$ cat config.mk
export PLATFORM = sky130hd
export DESIGN_NAME = pe_row_conv_flat
export DESIGN_NICKNAME = d
export VERILOG_FILES = /design/src/rtl/pe_row_conv_if.sv /design/src/rtl/pe_row_conv.sv /design/src/flat_wrapper.sv
export SDC_FILE = /design/constraint.sdc
export NUM_CORES = 1
export LEC_CHECK = 0
export CORE_AREA = 2 2 241 243
export DETAILED_ROUTE_END_ITERATION = 12
export DIE_AREA = 0 0 243 245
export PLACE_DENSITY = 0.66
export SYNTH_ARGS = -nofsm -noshare
export SYNTH_HDL_FRONTEND = slang
export SYNTH_SLANG_ARGS = --single-unit
$ cat constraint.sdc
create_clock -name clk -period 19.3 [get_ports clk]
set_input_delay 2.895 -clock clk [delete_from_list [all_inputs] [get_ports clk]]
set_output_delay 2.895 -clock clk [all_outputs]
set_load 0.02 [all_outputs]
$ cat src/rtl/pe_row_conv_if.sv
// Streaming bus for the row-convolution PE.
// The activation input stream and the psum output stream share this bundle.
// The PE side uses the slave modport; the producer/consumer side uses master.
interface pe_row_conv_if #(
    parameter int ACT_W  = 8,
    parameter int PSUM_W = 20
);
    logic              act_valid;
    logic              act_ready;
    logic [ACT_W-1:0]  act_i;
    logic              out_valid;
    logic              out_ready;
    logic [PSUM_W-1:0] out_data;

    modport master (
        output act_valid, act_i, out_ready,
        input  act_ready, out_valid, out_data
    );

    modport slave (
        input  act_valid, act_i, out_ready,
        output act_ready, out_valid, out_data
    );
endinterface

$ cat src/rtl/pe_row_conv.sv
// Row-convolution processing element.
// A K-tap signed weight window slides over one unsigned activation row per pass.
// Partial sums accumulate across kernel rows in a line buffer. The last kernel row
// pushes saturated results into a first-word-fall-through output FIFO.
module pe_row_conv #(
    parameter int ACT_W      = 8,
    parameter int WGT_W      = 8,
    parameter int K          = 3,
    parameter int ROW_LEN    = 16,
    parameter int PSUM_W     = 20,
    parameter int FIFO_DEPTH = 4
) (
    input  logic               clk,
    input  logic               rst_n,
    input  logic               wgt_load,
    input  logic [K*WGT_W-1:0] wgt_i,
    input  logic               start,
    input  logic               first_row,
    input  logic               last_row,
    pe_row_conv_if.slave       bus,
    output logic               busy,
    output logic               row_done,
    output logic               sat_flag
);
    localparam int OUT_LEN = ROW_LEN - K + 1;
    localparam int CNT_W   = $clog2(ROW_LEN + 1);
    localparam int IDX_W   = (OUT_LEN > 1) ? $clog2(OUT_LEN) : 1;
    localparam int PTR_W   = $clog2(FIFO_DEPTH);
    localparam int FC_W    = $clog2(FIFO_DEPTH + 1);
    localparam int DOT_W   = ACT_W + WGT_W + 1 + $clog2(K + 1);
    localparam int SUM_W   = ((DOT_W > PSUM_W) ? DOT_W : PSUM_W) + 1;
    localparam logic signed [SUM_W-1:0] PMAX = {{(SUM_W-PSUM_W+1){1'b0}}, {(PSUM_W-1){1'b1}}};
    localparam logic signed [SUM_W-1:0] PMIN = {{(SUM_W-PSUM_W+1){1'b1}}, {(PSUM_W-1){1'b0}}};

    typedef enum logic [1:0] {S_IDLE = 2'd0, S_RUN = 2'd1, S_FLUSH = 2'd2} state_t;

    // Clamp to the psum range; MSB of the result flags that clamping happened.
    function automatic logic [PSUM_W:0] sat_fn(input logic signed [SUM_W-1:0] v);
        logic [PSUM_W:0] r;
        if (v > PMAX) begin
            r = {1'b1, PMAX[PSUM_W-1:0]};
        end else if (v < PMIN) begin
            r = {1'b1, PMIN[PSUM_W-1:0]};
        end else begin
            r = {1'b0, v[PSUM_W-1:0]};
        end
        return r;
    endfunction

    // Circular pointer advance for a FIFO depth that need not be a power of two.
    function automatic logic [PTR_W-1:0] ptr_inc(input logic [PTR_W-1:0] p);
        return (p == PTR_W'(FIFO_DEPTH - 1)) ? PTR_W'(0) : p + PTR_W'(1);
    endfunction

    state_t                    state_r, state_s;
    logic                      first_r, last_r, sat_r, busy_r, row_done_r;
    logic [CNT_W-1:0]          cnt_r;
    logic [K*WGT_W-1:0]        wgt_r;
    logic [ACT_W-1:0]          win_r  [K];
    logic [ACT_W-1:0]          nwin_s [K];
    logic signed [DOT_W-1:0]   dot_s, p1_dot_r;
    logic                      p1_valid_r;
    logic [IDX_W-1:0]          p1_idx_r;
    logic signed [PSUM_W-1:0]  lbuf_r [OUT_LEN];
    logic signed [SUM_W-1:0]   sum_s;
    logic                      sat_hit_s;
    logic [PSUM_W-1:0]         sat_val_s;
    logic [PSUM_W-1:0]         fifo_mem_r [FIFO_DEPTH];
    logic [PTR_W-1:0]          wr_ptr_r, rd_ptr_r;
    logic [FC_W-1:0]           fifo_cnt_r;
    logic [FC_W:0]             occ_s;
    logic                      start_ok_s, accept_s, last_acc_s, produce_s, push_s, pop_s;

    // Handshake decode. Occupancy counts a pending P1 push but not a same-cycle pop.
    assign start_ok_s    = (state_r == S_IDLE) && start;
    assign occ_s         = {1'b0, fifo_cnt_r} + {{FC_W{1'b0}}, (p1_valid_r && last_r)};
    assign bus.act_ready = (state_r == S_RUN) && (!last_r || (occ_s < (FC_W+1)'(FIFO_DEPTH)));
    assign accept_s      = bus.act_valid && bus.act_ready;
    assign last_acc_s    = accept_s && (cnt_r == CNT_W'(ROW_LEN - 1));
    assign produce_s     = accept_s && (cnt_r >= CNT_W'(K - 1));
    assign push_s        = p1_valid_r && last_r;
    assign pop_s         = bus.out_valid && bus.out_ready;
    assign bus.out_valid = (fifo_cnt_r != FC_W'(0));
    assign bus.out_data  = fifo_mem_r[rd_ptr_r];
    assign busy          = busy_r;
    assign row_done      = row_done_r;
    assign sat_flag      = sat_r;

    // Window as it will look after the current accept, and its dot product.
    always_comb begin
        nwin_s[K-1] = bus.act_i;
        for (int k = 0; k < K - 1; k++) begin
            nwin_s[k] = win_r[k+1];
        end
        dot_s = '0;
        for (int k = 0; k < K; k++) begin
            dot_s = dot_s + (DOT_W'($signed({1'b0, nwin_s[k]})) *
                             DOT_W'($signed(wgt_r[k*WGT_W +: WGT_W])));
        end
    end

    // P1 retire value: fresh dot on the first row, otherwise accumulate onto the buffer.
    always_comb begin
        if (first_r) begin
            sum_s = SUM_W'(p1_dot_r);
        end else begin
            sum_s = SUM_W'(lbuf_r[p1_idx_r]) + SUM_W'(p1_dot_r);
        end
        {sat_hit_s, sat_val_s} = sat_fn(sum_s);
    end

    // Next-state logic for the pass sequencer.
    always_comb begin
        state_s = state_r;
        case (state_r)
            S_IDLE:  if (start) state_s = S_RUN; else state_s = S_IDLE;
            S_RUN:   if (last_acc_s) state_s = S_FLUSH; else state_s = S_RUN;
            S_FLUSH: state_s = S_IDLE;
            default: state_s = S_IDLE;
        endcase
    end

    // State register plus registered busy and row_done outputs.
    always_ff @(posedge clk or negedge rst_n) begin
        if (!rst_n) begin
            state_r    <= S_IDLE;
            busy_r     <= 1'b0;
            row_done_r <= 1'b0;
        end else begin
            state_r    <= state_s;
            busy_r     <= (state_s != S_IDLE);
            row_done_r <= (state_s == S_FLUSH);
        end
    end

    // Weights, row flags, accept counter and sticky saturation flag.
    always_ff @(posedge clk or negedge rst_n) begin
        if (!rst_n) begin
            wgt_r   <= '0;
            first_r <= 1'b0;
            last_r  <= 1'b0;
            cnt_r   <= '0;
            sat_r   <= 1'b0;
        end else begin
            if ((state_r == S_IDLE) && wgt_load) wgt_r <= wgt_i;
            if (start_ok_s) begin
                first_r <= first_row;
                last_r  <= last_row;
                cnt_r   <= '0;
            end else if (accept_s) begin
                cnt_r <= cnt_r + CNT_W'(1);
            end
            if (start_ok_s) sat_r <= 1'b0;
            else if (p1_valid_r && sat_hit_s) sat_r <= 1'b1;
        end
    end

    // Activation window: cleared at pass start, shifted on each accept.
    always_ff @(posedge clk or negedge rst_n) begin
        if (!rst_n) begin
            for (int k = 0; k < K; k++) win_r[k] <= '0;
        end else if (start_ok_s) begin
            for (int k = 0; k < K; k++) win_r[k] <= '0;
        end else if (accept_s) begin
            for (int k = 0; k < K; k++) win_r[k] <= nwin_s[k];
        end
    end

    // P1 product register with its output column index.
    always_ff @(posedge clk or negedge rst_n) begin
        if (!rst_n) begin
            p1_valid_r <= 1'b0;
            p1_dot_r   <= '0;
            p1_idx_r   <= '0;
        end else begin
            p1_valid_r <= produce_s;
            if (produce_s) begin
                p1_dot_r <= dot_s;
                p1_idx_r <= IDX_W'(cnt_r - CNT_W'(K - 1));
            end
        end
    end

    // Line buffer holds partial sums between kernel rows; untouched by the last row.
    always_ff @(posedge clk or negedge rst_n) begin
        if (!rst_n) begin
            for (int i = 0; i < OUT_LEN; i++) lbuf_r[i] <= '0;
        end else if (p1_valid_r && !last_r) begin
            lbuf_r[p1_idx_r] <= sat_val_s;
        end
    end

    // Output FIFO storage, pointers and occupancy.
    always_ff @(posedge clk or negedge rst_n) begin
        if (!rst_n) begin
            for (int i = 0; i < FIFO_DEPTH; i++) fifo_mem_r[i] <= '0;
            wr_ptr_r   <= '0;
            rd_ptr_r   <= '0;
            fifo_cnt_r <= '0;
        end else begin
            if (push_s) begin
                fifo_mem_r[wr_ptr_r] <= sat_val_s;
                wr_ptr_r             <= ptr_inc(wr_ptr_r);
            end
            if (pop_s) rd_ptr_r <= ptr_inc(rd_ptr_r);
            case ({push_s, pop_s})
                2'b10:   fifo_cnt_r <= fifo_cnt_r + FC_W'(1);
                2'b01:   fifo_cnt_r <= fifo_cnt_r - FC_W'(1);
                default: fifo_cnt_r <= fifo_cnt_r;
            endcase
        end
    end
endmodule

$ cat src/flat_wrapper.sv
// flat-port wrapper written by rule: the top's interface ports become plain ports
module pe_row_conv_flat 
#(
    parameter int ACT_W      = 8,
    parameter int WGT_W      = 8,
    parameter int K          = 3,
    parameter int ROW_LEN    = 16,
    parameter int PSUM_W     = 20,
    parameter int FIFO_DEPTH = 4
)
  (clk, rst_n, wgt_load, wgt_i, start, first_row, last_row, busy, row_done, sat_flag, bus_act_valid, bus_act_i, bus_out_ready, bus_act_ready, bus_out_valid, bus_out_data);
  pe_row_conv_if #(.ACT_W(ACT_W), .PSUM_W(PSUM_W)) bus_i ();
  input  logic clk;
  input  logic rst_n;
  input  logic wgt_load;
  input  logic [K*WGT_W-1:0] wgt_i;
  input  logic start;
  input  logic first_row;
  input  logic last_row;
  output logic busy;
  output logic row_done;
  output logic sat_flag;
  input wire logic [$bits(bus_i.act_valid)-1:0] bus_act_valid;
  input wire logic [$bits(bus_i.act_i)-1:0] bus_act_i;
  input wire logic [$bits(bus_i.out_ready)-1:0] bus_out_ready;
  output wire logic [$bits(bus_i.act_ready)-1:0] bus_act_ready;
  output wire logic [$bits(bus_i.out_valid)-1:0] bus_out_valid;
  output wire logic [$bits(bus_i.out_data)-1:0] bus_out_data;
  assign bus_i.act_valid = bus_act_valid;
  assign bus_i.act_i = bus_act_i;
  assign bus_i.out_ready = bus_out_ready;
  assign bus_act_ready = bus_i.act_ready;
  assign bus_out_valid = bus_i.out_valid;
  assign bus_out_data = bus_i.out_data;
  pe_row_conv #(.ACT_W(ACT_W), .WGT_W(WGT_W), .K(K), .ROW_LEN(ROW_LEN), .PSUM_W(PSUM_W), .FIFO_DEPTH(FIFO_DEPTH)) u_core (.clk(clk), .rst_n(rst_n), .wgt_load(wgt_load), .wgt_i(wgt_i), .start(start), .first_row(first_row), .last_row(last_row), .bus(bus_i), .busy(busy), .row_done(row_done), .sat_flag(sat_flag));
endmodule
### Yosys cells after proc, flatten, opt, wreduce, memory -nomap -nowiden

Cells that the tools add are included.

* bits in registers: 443
* output and inout port bits: 25
* latch bits: 0
* memory bits (writable): 0
* bits in read-only memories: 0
* bits of input ports: 40
* memories kept: 0

* div/mod/pow operators: 0
* multiplexer cells: 27
* $lt $le $gt $ge: 9
* eq/ne operators: 7
* shift-type cells: 0
* bitwise operators: 3
* $mul: 3
* add/sub/neg operators: 10
* reduce and logical (&&, ||, !) cells: 20

Operator list (number)
* 280-bit bitwise mux: 1
* 20-bit 2-to-1 mux: 6
* 20-bit binary-select mux with 4-bit select: 1
* 80-bit bitwise mux: 1
* 20-bit demux with 4-bit select: 1
* 21-bit 2-to-1 mux: 3
* 9-bit by 8-bit multiplier with 17-bit output: 3
* 20-bit binary-select mux with 2-bit select: 1
* 20-bit demux with 2-bit select: 1
* 19-bit adder: 2
* 16-bit 2-to-1 mux: 2
* 20-bit by 19-bit adder with 21-bit output: 1
* 21-bit by 20-bit greater-than comparator with 1-bit output (second input constant): 1
* 21-bit by 20-bit less-than comparator with 1-bit output (second input constant): 1
* 1-bit logical AND: 12
* 5-bit 2-to-1 mux: 2
* 2-bit equality test (second input constant): 4
* 2-bit nonzero test: 4
* 3-bit >= comparator (second input constant): 2
* 2-bit 2-to-1 mux: 3
* 2-bit inverter with 3-bit output: 2
* 3-bit one-hot mux with 2 select lines: 1
* 5-bit by 1-bit adder with 5-bit output (second input constant): 1
* 5-bit by 4-bit equality test with 1-bit output (second input constant): 1
* other kinds (18): 22

### Longest topological paths before layout

* depth in word-level cells: 12
* gate-level depth with buffers: 29
* gate-level depth less buffers: 28

### Worst setup path before layout

No wires, ideal clock.

* kind: input to register
* start point: in bus_act_i[7]
* end point: reg u_core.p1_dot_r[17]
* slack: 10.668 ns
* setup time: 0.069 ns
* arrival: 8.564 ns
* buffers on the path: 1
* stages on the path: 25
* path through: clkbuf_1 nand2_1 fa_1 fa_1 inv_1 fa_1 inv_1 fa_1 inv_1 ha_1 o21ai_0 a21boi_0 o21ai_0 nand2b_1 xnor2_1 fa_1 inv_1 ha_1 and3_1 a21oi_1 o311ai_0 o311a_1 a41o_1 or4_1 nand3_1

* longest elaborated chain between the ends: 2

Ends and longest elaborated chain
* start: declaration: RTL line flat_wrapper.sv:24 `input wire logic [$bits(bus_i.act_i)-1:0] bus_act_i;`
* 9-bit by 8-bit multiplier with 17-bit output: RTL line pe_row_conv.sv:97 `dot_s = dot_s + (DOT_W'($signed({1'b0, nwin_s[k]})) *`
* 19-bit adder: RTL line pe_row_conv.sv:97
* end signal: assignment: RTL line pe_row_conv.sv:178 `p1_dot_r <= dot_s;`
* end: declaration: RTL line pe_row_conv.sv:61 `logic signed [DOT_W-1:0] dot_s, p1_dot_r;`

Every way passes these cells.
A chain may end at the register's enable or synchronous reset.

### Worst setup path in the final report

* start point: in bus_act_i[0]
* end point: reg u_core.p1_dot_r[18]

The elaborated chain is that of the path after synthesis.

==> results.sh <==
export IMPL_min_from="u_core.lbuf_r[100]"
export IMPL_start_util_pct=49.6
export IMPL_skew_ns=0.0303
export IMPL_syn_inst=2834
export IMPL_htree_levels=2
export IMPL_synthesis_nets=3182
export IMPL_final_common_cell="nand2_1"
export IMPL_crit_fanout=9
export IMPL_synth_seq_cells=443
export IMPL_synth_ff_type="dfrtp_1"
export IMPL_root_buffer="clkbuf_16"
export IMPL_fin_crit_ns=8.99
export IMPL_die_h_microns=245
export IMPL_wl_met1_microns=29000
export IMPL_r2r_end="u_core.p1_dot_r[17]"
export IMPL_cts_sinks=443
export IMPL_setup_viol=0
export IMPL_synth_edff_count=0
export IMPL_layout_common_cells="nand2_1, dfrtp_1, inv_1"
export IMPL_finalCritPeriodShare_pct=46.6
export IMPL_status="finished, final reports clean"
export IMPL_syn_avg_cell_area_sq_um=9.98
export IMPL_yosysSeqAreaShare_pct=39.2
export IMPL_reg2reg_depth=23
export IMPL_clkTransAtPathRegs_ns=0.06
export IMPL_wl_per_cell_microns=19.0
export IMPL_grt_ovfl_total=0
export IMPL_pin_count=65
export IMPL_cp_required_ns=19.82
export IMPL_final_hold_violation_count=0
export IMPL_worst_slew_pin_slew_ns=1.26
export IMPL_fin_nets=3165
export IMPL_drive_above_1_share_pct=9.63
export IMPL_first_pass_iters=6
export IMPL_worstSetupPathType="input pin to flip-flop"
export IMPL_synth_area_sq_um=28300
export IMPL_route_met2_wl_microns=34200
export IMPL_ff2ff_setup_slack_ns=12.35
export IMPL_fin_worst_hold_slack_ns=0.479
export IMPL_viasPerCell=5.66
export IMPL_hp_class="flip-flop to flip-flop"
export IMPL_fill_cells=5082
export IMPL_dp_cells=3532
export IMPL_ys_types=80
export IMPL_hold_path_end="u_core.lbuf_r[100]"
export IMPL_critPathLaunchType="input pin"
export IMPL_critical_path_endpoint_type="flip-flop"
export IMPL_numCtsBuffers=48
export IMPL_track_usage_pct=23.8
export IMPL_area_growth_pct=9.87
export IMPL_cts_resized=0
export IMPL_core_sq_um=57000
export IMPL_rsz0062_at_grt="false"
export IMPL_dr_total_vias=20500
export IMPL_grt_pass1_wl_microns=113000
export IMPL_wl_met3_microns=2820
export IMPL_async_flop_share_pct=100
export IMPL_slew_violations=0
export IMPL_grt_max_degree=183
export IMPL_fmax_ghz=0.111
export IMPL_drc_errors=0
export IMPL_grt_pass1_vias=21100
export IMPL_cts_tree="built"
export IMPL_tns_ns=0
export IMPL_port_buffers=64
export IMPL_drt_initial_drc_count=1453
export IMPL_clockBufferDepth=3
export IMPL_dr_max_layer_used="met4"
export IMPL_postRouteAntennaNets=0
export IMPL_min_path_cells=2
export IMPL_wl_microns=68800
export IMPL_maxSlewHeadroom_pct=15.7
export IMPL_rows=88
export IMPL_antenna_found_initial=0
export IMPL_drv_cap=0
export IMPL_fin_util_pct=54.5
export IMPL_hpwlAfterDp_microns=48600
export IMPL_cts_setup_buffers=0
export IMPL_diodes=0
export IMPL_die_area_sq_um=59500
export IMPL_final_cells=3620
export IMPL_yosysWarnings=0
export IMPL_gp_congestion=0.905
export IMPL_insertion_delay_ns=0.61
export IMPL_hold_buffers=0
export IMPL_die_w_microns=243
export IMPL_arrival_ns=9.51
export IMPL_reg2reg_from="u_core.nwin_s[8]"
==> worst max-delay path: stages <==
cell             delay (ns)
clkdlybuf4s50_1        0.54
nand2b_1               0.23
fa_1                   0.51
fa_1                   0.55
inv_1                  0.06
fa_1                   0.52
inv_1                  0.05
fa_1                   0.52
inv_1                  0.04
ha_1                   0.32
o21ai_0                0.11
a21boi_0               0.14
o21ai_0                0.24
nand2b_1               0.10
xnor2_1                0.15
fa_1                   0.53
inv_1                  0.04
ha_1                   0.34
o21ai_0                0.12
inv_1                  0.08
o221a_2                0.29
o41ai_1                0.56
o22ai_1                0.22
nor3_1                 0.20
a211o_1                0.12
==> final cells by class <==
| class | instances | area (sq um) | area share (%) |
|---|---|---|---|
| clock buffers | 72 | 1400 | 4.51 |
| clock inverters | 16 | 169 | 0.543 |
| inverters | 265 | 995 | 3.20 |
| multi-input cells | 1961 | 15600 | 50.1 |
| flip-flops and latches | 443 | 11100 | 35.7 |
| well taps | 765 | 957 | 3.08 |
| repair buffers | 98 | 913 | 2.94 |
==> cell families after synthesis <==
| group | Yosys count | share of synthesized area, % |
|---|---|---|
| and+or+nand+nor | 821 | 13.1 |
| AOI/OAI and AO/OA | 623 | 13.8 |
| DFF | 443 | 39.2 |
| buffers and inverters | 430 | 5.89 |
| adders and majority gates | 308 | 17.1 |
| muxes | 147 | 8.94 |
| xor gates and xnor gates | 62 | 1.92 |
==> sequential cells by signal (all words and copies together), names as in the netlist <==
register and count:
u_core.lbuf_r 280, u_core.fifo_mem_r 80, u_core.wgt_r 24, u_core.p1_dot_r 19, u_core.nwin_s 16, u_core.cnt_r 5
u_core.p1_idx_r 4, u_core.fifo_cnt_r 3, u_core.rd_ptr_r 2, u_core.state_r 2, u_core.wr_ptr_r 2, u_core.busy 1
u_core.first_r 1, u_core.last_r 1, u_core.p1_valid_r 1, u_core.row_done 1, u_core.sat_flag 1
==> worst max-delay path by stage <==
stage	from	end	slack [ns]
5_1_grt	bus_act_i[3]	u_core.p1_dot_r[18]	9.81
4_1_cts	bus_act_i[0]	u_core.p1_dot_r[18]	10.36
6_report	bus_act_i[0]	u_core.p1_dot_r[18]	10.31
3_5_place_dp	bus_act_i[0]	u_core.p1_dot_r[18]	9.77
3_3_place_gp	bus_act_i[0]	u_core.p1_dot_r[17]	9.79
2_1_floorplan	bus_act_i[7]	u_core.p1_dot_r[17]	10.67
==> through the flow <==
step	setup slack, ns	cell area [sq um]
floorplan	10.67	28300
global placement	9.79	29500
detailed placement	9.77	29500
CTS	10.36	31100
global route	9.81	31100
finish	10.31	31100
==> Yosys cell counts (4+ instances only) <==
library cell | number | area share (%)
nand2_1 | 471 | 6.2
dfrtp_1 | 443 | 39
inv_1 | 260 | 3.4
o21ai_1 | 200 | 3.5
o21ai_0 | 179 | 3.2
ha_1 | 177 | 7.8
and2_1 | 137 | 3.0
fa_1 | 131 | 9.3
clkbuf_1 | 127 | 1.7
nor2_1 | 87 | 1.2
mux4_2 | 80 | 6.4
a21oi_1 | 60 | 1.1
mux2_2 | 44 | 1.8
nand3_1 | 38 | 0.67
xor2_1 | 33 | 1.0
xnor2_1 | 29 | 0.90
mux2i_1 | 22 | 0.78
a21o_1 | 21 | 0.56
buf_2 | 21 | 0.37
a222oi_1 | 20 | 0.71
a22o_1 | 20 | 0.62
nand2b_1 | 16 | 0.35
a32oi_1 | 14 | 0.43
nor3_1 | 14 | 0.25
nor2b_1 | 13 | 0.29
buf_1 | 12 | 0.16
and3_1 | 11 | 0.24
o21a_1 | 11 | 0.29
a22oi_1 | 8 | 0.21
a31oi_1 | 8 | 0.18
o31a_1 | 7 | 0.22
a21boi_0 | 6 | 0.16
nor3b_1 | 6 | 0.16
or2_2 | 6 | 0.13
a221oi_4 | 5 | 0.46
a41oi_1 | 5 | 0.15
o211ai_1 | 5 | 0.13
or3_1 | 5 | 0.11
a21oi_2 | 4 | 0.12
clkinv_1 | 4 | 0.053
nand4_1 | 4 | 0.088
o21bai_1 | 4 | 0.11
==> routing by layer <==
metal	vias up	GRT usage, %
li1	9623	-
met1	10300	30.5
met2	473	41.1
met3	146	2.73
met4	0	10.3
met5	-	0
Power is not shown: default switching activity piles up to over one toggle a cycle in this logic, so the estimate is an artifact.
